### config.mk
export PLATFORM = sky130hd
export DESIGN_NAME = imm_encoder
export DESIGN_NICKNAME = d
export VERILOG_FILES = /design/src/rtl/imm_pkg.sv /design/src/rtl/imm_classify.sv /design/src/rtl/imm_encoder.sv
export SDC_FILE = /design/constraint.sdc
export NUM_CORES = 1
export LEC_CHECK = 0
export ABC_CLOCK_PERIOD_IN_PS = 2200
export CORE_MARGIN = 5
export CORE_UTILIZATION = 50
export CTS_BUF_LIST = sky130_fd_sc_hd__clkbuf_4 sky130_fd_sc_hd__clkbuf_8
export DETAILED_ROUTE_END_ITERATION = 12
export PLACE_DENSITY = 0.8
export SLEW_MARGIN = 20
export SYNTH_ARGS = -nofsm -noshare
export SYNTH_HDL_FRONTEND = slang
export SYNTH_HIERARCHICAL = 1
export SYNTH_SLANG_ARGS = --single-unit
### constraint.sdc
create_clock -name clk -period 2.2 [get_ports clk]
set_input_delay 0.55 -clock clk [delete_from_list [all_inputs] [get_ports clk]]
set_output_delay 0.55 -clock clk [all_outputs]
set_load 0.01 [all_outputs]
### src/rtl/imm_pkg.sv
`default_nettype none
// ============================================================================
//  Module      : imm_pkg
//  Description : Shared definitions for the immediate encoder and the
//                immediate-extension stage: extension-mode codes, encoder
//                state encoding and a reference expansion helper.
//  Revision    : 1.0 - initial release
// ============================================================================
package imm_pkg;

    // Extension modes carried alongside every 16-bit immediate.
    localparam logic [1:0] IMM_SEXT = 2'b00;   // sign-extend imm16
    localparam logic [1:0] IMM_ZEXT = 2'b01;   // zero-extend imm16
    localparam logic [1:0] IMM_LUI  = 2'b10;   // imm16 into the upper half

    // Encoder sequencing states.
    typedef enum logic [1:0] {
        IDLE   = 2'd0,   // waiting for a constant
        SINGLE = 2'd1,   // one self-contained beat pending
        HI     = 2'd2,   // load-upper beat of a pair pending
        LO     = 2'd3    // OR-in lower beat of a pair pending
    } enc_state_e;

    // Expansion of one beat as the extension stage performs it. Mode 2'b11
    // is unused and expands to zero.
    function automatic logic [31:0] imm_expand(input logic [15:0] imm,
                                               input logic [1:0]  mode);
        logic [31:0] result;
        result = 32'd0;
        case (mode)
            IMM_SEXT: result = {{16{imm[15]}}, imm};
            IMM_ZEXT: result = {16'd0, imm};
            IMM_LUI:  result = {imm, 16'd0};
            default:  result = 32'd0;
        endcase
        return result;
    endfunction

endpackage
`default_nettype wire

### src/rtl/imm_classify.sv
`default_nettype none
// ============================================================================
//  Module      : imm_classify
//  Description : Combinational classifier deciding whether a 32-bit constant
//                fits a single extension beat, and with which mode/immediate.
//                Sign-extension wins over zero-extension, which wins over
//                load-upper, so zero encodes as a sign-extended 0x0000.
//  Revision    : 1.0 - initial release
// ============================================================================
module imm_classify
    import imm_pkg::*;
(
    input  logic [31:0] value_i,
    output logic        is_single_o,
    output logic [1:0]  single_mode_o,
    output logic [15:0] single_imm_o
);

    logic w_fits_sext;
    logic w_fits_zext;
    logic w_fits_lui;

    // Bits 31..15 identical means the low half sign-extends to the value.
    assign w_fits_sext = (&value_i[31:15]) | ~(|value_i[31:15]);
    assign w_fits_zext = ~(|value_i[31:16]);
    assign w_fits_lui  = ~(|value_i[15:0]);

    // Priority selection of the single-beat encoding.
    always_comb begin
        is_single_o   = 1'b1;
        single_mode_o = IMM_SEXT;
        single_imm_o  = value_i[15:0];
        if (w_fits_sext) begin
            single_mode_o = IMM_SEXT;
            single_imm_o  = value_i[15:0];
        end else if (w_fits_zext) begin
            single_mode_o = IMM_ZEXT;
            single_imm_o  = value_i[15:0];
        end else if (w_fits_lui) begin
            single_mode_o = IMM_LUI;
            single_imm_o  = value_i[31:16];
        end else begin
            is_single_o   = 1'b0;
        end
    end

endmodule
`default_nettype wire

### src/rtl/imm_encoder.sv
`default_nettype none
// ============================================================================
//  Module      : imm_encoder
//  Description : Compresses a 32-bit constant into one or two (imm16, mode)
//                beats that the immediate-extension stage expands back to the
//                original value. A two-beat sequence is a load-upper beat
//                followed by a zero-extended lower half OR-ed into it.
//                Valid/ready handshake on both sides; all beat fields are
//                registered and held stable while stalled.
//  Options     : IMM_ENC_STATS_EN - adds saturating beat counters
//                stat_single / stat_double of width STAT_W.
//  Revision    : 1.0 - initial release
// ============================================================================
module imm_encoder
    import imm_pkg::*;
#(
    parameter int unsigned STAT_W = 16
) (
    input  logic        clk,
    input  logic        rst,
    input  logic        in_valid,
    output logic        in_ready,
    input  logic [31:0] in_value,
    output logic        out_valid,
    input  logic        out_ready,
    output logic [15:0] out_imm16,
    output logic [1:0]  out_mode,
    output logic        out_combine,
    output logic        out_last
`ifdef IMM_ENC_STATS_EN
    ,
    output logic [STAT_W-1:0] stat_single,
    output logic [STAT_W-1:0] stat_double
`endif
);

    // Counter width must be meaningful even when the counters are built out.
    if (STAT_W < 1) begin : g_bad_stat_w
        $error("imm_encoder: STAT_W must be at least 1");
    end

    enc_state_e  state_q;
    logic        out_valid_q;
    logic [15:0] out_imm16_q;
    logic [1:0]  out_mode_q;
    logic        out_combine_q;
    logic        out_last_q;
    // Only the lower half of the accepted constant is needed after accept:
    // the upper half is already loaded into the first beat.
    logic [15:0] lo_half_q;

    logic        w_accept;
    logic        w_beat_done;
    logic        w_is_single;
    logic [1:0]  w_single_mode;
    logic [15:0] w_single_imm;

    imm_classify u_classify (
        .value_i       (in_value),
        .is_single_o   (w_is_single),
        .single_mode_o (w_single_mode),
        .single_imm_o  (w_single_imm)
    );

    // Accept only in IDLE and never while reset is asserted.
    assign in_ready    = (state_q == IDLE) && !rst;
    assign w_accept    = in_valid && in_ready;
    assign w_beat_done = out_valid_q && out_ready;

    assign out_valid   = out_valid_q;
    assign out_imm16   = out_imm16_q;
    assign out_mode    = out_mode_q;
    assign out_combine = out_combine_q;
    assign out_last    = out_last_q;

    // Sequencer: accept/classify, present beats, advance on handshake.
    always_ff @(posedge clk) begin
        if (rst) begin
            state_q       <= IDLE;
            out_valid_q   <= 1'b0;
            out_imm16_q   <= 16'd0;
            out_mode_q    <= IMM_SEXT;
            out_combine_q <= 1'b0;
            out_last_q    <= 1'b0;
            lo_half_q     <= 16'd0;
        end else begin
            case (state_q)
                IDLE: begin
                    if (w_accept) begin
                        lo_half_q     <= in_value[15:0];
                        out_valid_q   <= 1'b1;
                        out_combine_q <= 1'b0;
                        if (w_is_single) begin
                            state_q     <= SINGLE;
                            out_imm16_q <= w_single_imm;
                            out_mode_q  <= w_single_mode;
                            out_last_q  <= 1'b1;
                        end else begin
                            state_q     <= HI;
                            out_imm16_q <= in_value[31:16];
                            out_mode_q  <= IMM_LUI;
                            out_last_q  <= 1'b0;
                        end
                    end
                end
                SINGLE: begin
                    if (w_beat_done) begin
                        state_q     <= IDLE;
                        out_valid_q <= 1'b0;
                    end
                end
                HI: begin
                    // Lower half follows directly; out_valid stays high.
                    if (w_beat_done) begin
                        state_q       <= LO;
                        out_imm16_q   <= lo_half_q;
                        out_mode_q    <= IMM_ZEXT;
                        out_combine_q <= 1'b1;
                        out_last_q    <= 1'b1;
                    end
                end
                LO: begin
                    if (w_beat_done) begin
                        state_q     <= IDLE;
                        out_valid_q <= 1'b0;
                    end
                end
                default: begin
                    state_q     <= IDLE;
                    out_valid_q <= 1'b0;
                end
            endcase
        end
    end

`ifdef IMM_ENC_STATS_EN
    logic [STAT_W-1:0] stat_single_q;
    logic [STAT_W-1:0] stat_double_q;

    // Saturating counts of completed single-beat and two-beat constants.
    always_ff @(posedge clk) begin
        if (rst) begin
            stat_single_q <= '0;
            stat_double_q <= '0;
        end else if (w_beat_done) begin
            if ((state_q == SINGLE) && !(&stat_single_q)) begin
                stat_single_q <= stat_single_q + 1'b1;
            end
            if ((state_q == LO) && !(&stat_double_q)) begin
                stat_double_q <= stat_double_q + 1'b1;
            end
        end
    end

    assign stat_single = stat_single_q;
    assign stat_double = stat_double_q;
`endif

endmodule
`default_nettype wire

==> results of run 1 <==
-- cells in the mapped netlist, types with 3 or more instances --
cell type and count:
buf_4 3, nand4_1 6, mux2_2 16, clkbuf_1 3
nor4_1 9, mux2i_1 16, buf_6 5, buf_2 4
a21oi_1 21, a21o_1 9, o2bb2ai_1 16, dfxtp_1 39
a21o_2 7, nand2_1 35, nor2b_1 3, nor3_1 4
-- worst min-delay path by stage --
stage | endpoint | slack, ns
finish | lo_half_q[11] | 0.45
global route | lo_half_q[12] | 0.48
CTS | lo_half_q[9] | 0.45
detailed placement | lo_half_q[9] | 0.44
global placement | lo_half_q[0] | 0.44
floorplan | lo_half_q[0] | 0.43
-- worst max-delay path: stages --
cell and delay (ns):
clkdlybuf4s15_1 0.23, nor4_2 0.37, nand4_1 0.19, buf_4 0.19
nand3_4 0.12, buf_12 0.13, mux2_2 0.34, mux2i_2 0.17
o2bb2ai_1 0.11
-- where the power goes --
part	switching [mW]	internal (mW)	total, mW
logic	0.191	0.213	0.404
clock network	0.233	0.224	0.457
registers	0.0268	0.750	0.776
-- metal layers --
metal / global-route usage / wire [µm] / vias to the layer above
met5: 0 / 0 / -
met3: 0.0581 / 484 / 19
li1: - / - / 992
met2: 0.408 / 3160 / 88
met4: 0.103 / 158 / 0
met1: 0.290 / 2680 / 994
-- cells by family after synthesis --
logic type / share of synthesized area
flops: 0.375
mux: 0.163
compound gates: 0.206
buf+inv: 0.0708
simple gates: 0.185
-- timing repair --
action                                  CTS  global route
buffers inserted                          1             1
pin swaps                                12            17
endpoints found under the setup margin   18            18
cloned                                    2             0
gates resized for setup                  38            44
-- through the flow --
step                hold slack [ns]  total power [mW]  area, µm²  utilization  std cells
floorplan                     0.431             0.982       2080            -        219
global placement              0.437              1.19       2910        0.722        350
detailed placement            0.443              1.20       2910        0.722        350
CTS                           0.453              1.64       3060        0.759        359
global route                  0.481              1.71       3100        0.770        360
finish                        0.452              1.64       3100        0.770        360
-- registers in the layout, summed over array words and instances, names as in the netlist --
| name | cells |
|---|---|
| lo_half_q | 16 |
| out_combine | 1 |
| out_imm16 | 16 |
| out_last | 1 |
| out_mode | 2 |
| out_valid | 1 |
| state_q | 2 |
-- final cells by class --
type / count / share of cell area
tap: 50 / 0.0202
multi-input combinational: 161 / 0.402
sequential: 39 / 0.252
inverter: 2 / 0.00242
timing repair buffer: 102 / 0.299
clock buffer: 6 / 0.0246
==> results.md, run 1 <==
* Status: finished with violations
* Failing checks: setup timing
* Die Span X at 74.6 µm
* Grt ovf at 0
* Number of max-cap violations at 0
* Pwr/cell area at 528 nW/µm²
* Crit share post-route at 1.01
* WS Path Type: in2reg
* Final setup viols at 4
* Num CTS Buffers at 5
* Vias per std cell at 5.81
* Initial antenna violation count at 0
* CTS tree: built
* Drt wl/cell at 18.0 µm
* Multi-input logic area at 1240 µm²
* Root Driver: clkbuf_8
* Leak at 1.36 nW
* CP Launch Point: in_value[16]
* Cells on worst reg2reg path at 3
* Clk slew on worst S/H paths at 0.07 ns
* Vias in the first global route at 2150
* Final worst-path setup slack at -0.0303 ns
* Setup TNS Final at -0.0612 ns
* Inserted Diodes at 0
* Min-delay src: lo_half_q[11]
* Post-Syn Area at 2080 µm²
* Worst Skew at 0.00746 ns
* R2R Path End: out_imm16[7]
* Most frequent cells in the layout: dfxtp_1, buf_4, nand2_1
* Actual slew at the worst max-slew pin at 0.773 ns
* H-tree depth at 2
* Dpl ws at -0.532 ns
* Fin crit period at 2.23 ns
* DR pass1 iterations at 4
* Clock Sinks at 39
* Synth Flop Type: dfxtp_1
* Hold Buf Count CTS at 0
* Worst min path class: reg2reg
* Max rail drop VDD at 0.000392 V
* Top cells by area, synth: dfxtp_1, mux2_2, mux2i_1
* Final ANT Viol Nets at 0
* Port Buf Inserts at 57
* Number of flops mapped to enable cells by yosys at 0
* Synth Net Count at 255
* First-pass GRT wire length at 10200 µm
* Syn-to-layout area delta at 48.7%
* Asr flop ratio synth at 0
* Row count at 23
* Placed wire-length estimate at 4430 µm
* Clock Latency Late Sink at 0.29 ns
* Gpl congestion at 0.830
* Clock Tree Buf Depth at 2
* Max Fclk at 448 MHz
* R2R setup slack at 0.40 ns
* Startpoint Class: primary input
* #FFs+latches synth at 39
* Worst path required time at 2.37 ns
* Synth unique cells at 33
* Fillers at 272
* Die ar. at 5560 µm²
* Register Area at 781 µm²
* Total GRT Usage at 0.241
* Post-synthesis sequential area ratio at 0.375
* Avg Inst Size Synth at 9.52 µm²
* Routed vias at 2093
* Final Hold Viols at 0
* CP Capture Point: out_imm16[7]
* Endpoint arrival time on the critical path at 2.40 ns
* Final nets at 347
* Area share of the largest cell type after synthesis at 0.375
* Die H at 74.6 µm
* CP Capture Type: register
* Pins Over Slew Limit at 0
* Post-synth top area cell: dfxtp_1
* Initial Util at 0.517
* Largest net degree at the start of global routing at 19
* Leading cell type in the layout, fill and taps excluded: dfxtp_1
* CP Max Fanout at 6
* # DRC at 0
* Core Area at 4030 µm²
* Reg-to-Reg Start: state_q[0]
* Mapped Cells at 219
* Hold depth at 2
* Share of post-route cells with drive strength above 1 at 0.326
* Max_slew headroom at 0.483
* Routed WL at 6480 µm
* 1st-iter DRT viols at 104
* # IOs at 58
* YS warnings at 6
Note: power is estimated with default switching activity, not from simulation.
==> run 2, diff against run 1 <==
--- a/config.mk
+++ b/config.mk
@@ -5,12 +5,13 @@
 export SDC_FILE = /design/constraint.sdc
 export NUM_CORES = 1
 export LEC_CHECK = 0
-export ABC_CLOCK_PERIOD_IN_PS = 2200
+export ABC_CLOCK_PERIOD_IN_PS = 2600
+export CORE_ASPECT_RATIO = 1.2
 export CORE_MARGIN = 5
-export CORE_UTILIZATION = 50
+export CORE_UTILIZATION = 53
 export CTS_BUF_LIST = sky130_fd_sc_hd__clkbuf_4 sky130_fd_sc_hd__clkbuf_8
 export DETAILED_ROUTE_END_ITERATION = 12
-export PLACE_DENSITY = 0.8
+export PLACE_DENSITY = 0.84
 export SLEW_MARGIN = 20
 export SYNTH_ARGS = -nofsm -noshare
 export SYNTH_HDL_FRONTEND = slang
==> constraint.sdc (replaced) <==
create_clock -name clk -period 2.6 [get_ports clk]
set_input_delay 0.65 -clock clk [delete_from_list [all_inputs] [get_ports clk]]
set_output_delay 0.65 -clock clk [all_outputs]
set_load 0.01 [all_outputs]
==> run 2 against run 1 <==
Against the previous run:
- the run still ends with setup timing left
- die area shrank 4.8%
- routed wire length fell by 4.7%
- power shrank 7.1%
- global-route usage is 0.42 points lower
- worst setup slack got worse by 0.0073 ns
- worst hold slack improved by 0.00079 ns
- sequential share of layout area rose by 0.76 points
- first-iteration DRC count up 3.8%
- sequential power shrank 15%
- utilization grew 0.62 points
- register-to-register slack better by 0.41 ns
- non-clock buffer count down 9
- largest cell class unchanged
==> results.md, run 2 (synthesis results as in run 1) <==
* Status: finished with violations
* Failing checks: setup timing
* Actual slew at the worst max-slew pin at 0.730 ns (-0.0428 ns)
* Worst path required time at 2.78 ns (+0.41 ns)
* Hold Buf Count CTS at 0 (unchanged)
* CP Max Fanout at 7 (+1)
* Inserted Diodes at 0 (unchanged)
* Vias in the first global route at 2071 (-3.7%)
* Final nets at 338 (-2.6%)
* # IOs at 58 (unchanged)
* Grt ovf at 0 (unchanged)
* Largest net degree at the start of global routing at 28 (+9)
* Max rail drop VDD at 0.000353 V (-9.8%)
* Worst Skew at 0.00603 ns (-0.00144 ns)
* Syn-to-layout area delta at 44.4%
* Pins Over Slew Limit at 0 (unchanged)
* Routed WL at 6180 µm (-4.7%)
* Final Hold Viols at 0 (unchanged)
* Pwr/cell area at 506 nW/µm² (-4.2%)
* 1st-iter DRT viols at 108 (+3.8%)
* Startpoint Class: primary input
* Fin crit period at 2.64 ns
* Multi-input logic area at 1190 µm² (-4.7%)
* Row count at 25 (+8.7%)
* Number of max-cap violations at 0 (unchanged)
* Max Fclk at 379 MHz
* Pwr Total at 1.52 mW (-7.1%)
* Final setup viols at 2 (-2)
* Initial antenna violation count at 0 (unchanged)
* Most frequent cells in the layout: clkdlybuf4s50_1, dfxtp_1, nand2_1, buf_4, a21oi_1
* Initial Util at 0.537 (+0.0200)
* Die Span X at 67.3 µm (-9.8%)
* First-pass GRT wire length at 9540 µm (-6.1%)
* H-tree depth at 2 (unchanged)
* Leak at 1.24 nW (-9.1%)
* Die ar. at 5290 µm² (-4.8%)
* Num CTS Buffers at 5 (unchanged)
* Routed vias at 2052 (-2.0%)
* Crit share post-route at 1.01
* Total GRT Usage at 0.236 (-0.00420)
* R2R setup slack at 0.81 ns (+0.41 ns)
* Max_slew headroom at 0.512 (+0.0287)
* Port Buf Inserts at 57 (unchanged)
* Clock Sinks at 39 (unchanged)
* Share of post-route cells with drive strength above 1 at 0.254 (-0.0717)
* Vias per std cell at 5.75 (-1.1%)
* Final worst-path setup slack at -0.0376 ns (-0.00733 ns)
* WHS at 0.452 ns (+0.000794 ns)
* # DRC at 0 (unchanged)
* Drt wl/cell at 17.3 µm (-3.9%)
* Worst min path class: reg2reg
* DR pass1 iterations at 4 (unchanged)
* Root Driver: clkbuf_8
* Final ANT Viol Nets at 0 (unchanged)
* Fillers at 293 (+7.7%)
* CP Capture Type: register
* WS Path Type: in2reg
* CTS tree: built
* Clock Latency Late Sink at 0.30 ns (about the same)
* Core Area at 3880 µm² (-3.7%)
* Clk slew on worst S/H paths at 0.07 ns (about the same)
* Register Area at 781 µm² (unchanged)
* Leading cell type in the layout, fill and taps excluded: clkdlybuf4s50_1
* Clock Tree Buf Depth at 2 (unchanged)
* Endpoint arrival time on the critical path at 2.82 ns (+0.42 ns)
* Placed wire-length estimate at 4310 µm (-2.7%)
* Gpl congestion at 0.833 (+0.35%)
* Die H at 78.7 µm (+5.5%)
run 2: stage by stage:
step           setup slack (ns)  TNS (ns)  area (µm²)  instances   util
2_1_floorplan             0.432         0        2080        219      -
3_3_place_gp             -0.126     -1.62        2850        349  0.735
3_5_place_dp             -0.249     -3.49        2850        349  0.735
4_1_cts                0.000908         0        2970        357  0.766
5_1_grt                 -0.0828    -0.316        3010        357  0.776
6_report                -0.0376   -0.0401        3010        357  0.776
run 2: routing by layer:
metal / GRT usage / up-vias / wire (µm)
li1: - / 972 / -
met1: 0.256 / 986 / 2470
met2: 0.421 / 75 / 3170
met3: 0.0523 / 19 / 328
met4: 0.118 / 0 / 207
met5: 0 / - / 0
run 2: final cells by class:
cell class              count  share of cell area
clock buffers               6              0.0274
clock inverters             2              0.0116
inverters                   2             0.00249
multi-input cells         161               0.394
flip-flops and latches     39               0.259
well taps                  54              0.0225
repair buffers             93               0.282
run 2: path summary, 6_finish.rpt:
check,depth (start not counted),endpoint,from
setup / recovery,9,out_imm16[15],in_value[24]
hold reg to reg,2,lo_half_q[10],lo_half_q[10]
setup reg to reg,3,out_imm16[11],state_q[0]
hold / removal,2,lo_half_q[10],lo_half_q[10]
run 2: where the power goes:
| group | total, mW | internal, mW | leakage (nW) | switching [mW] |
|---|---|---|---|---|
| combinational | 0.336 | 0.187 | 0.857 | 0.149 |
| clock | 0.524 | 0.310 | 0.0612 | 0.214 |
| sequential | 0.661 | 0.634 | 0.319 | 0.0272 |
| total | 1.52 | 1.13 | 1.24 | 0.390 |
run 2: what timing repair did:
| action | CTS | global route |
|---|---|---|
| endpoints found under the setup margin | 0 | 16 |
| resized for setup | 0 | 8 |
| setup buffers | 0 | 0 |
run 2: worst max-delay path: stages:
cell	delay, ns
clkdlybuf4s50_1	0.58
nand4_1	0.12
nor4_1	0.31
nand4_1	0.21
nand3_2	0.16
buf_6	0.14
mux2_2	0.35
mux2i_1	0.18
o2bb2ai_1	0.10
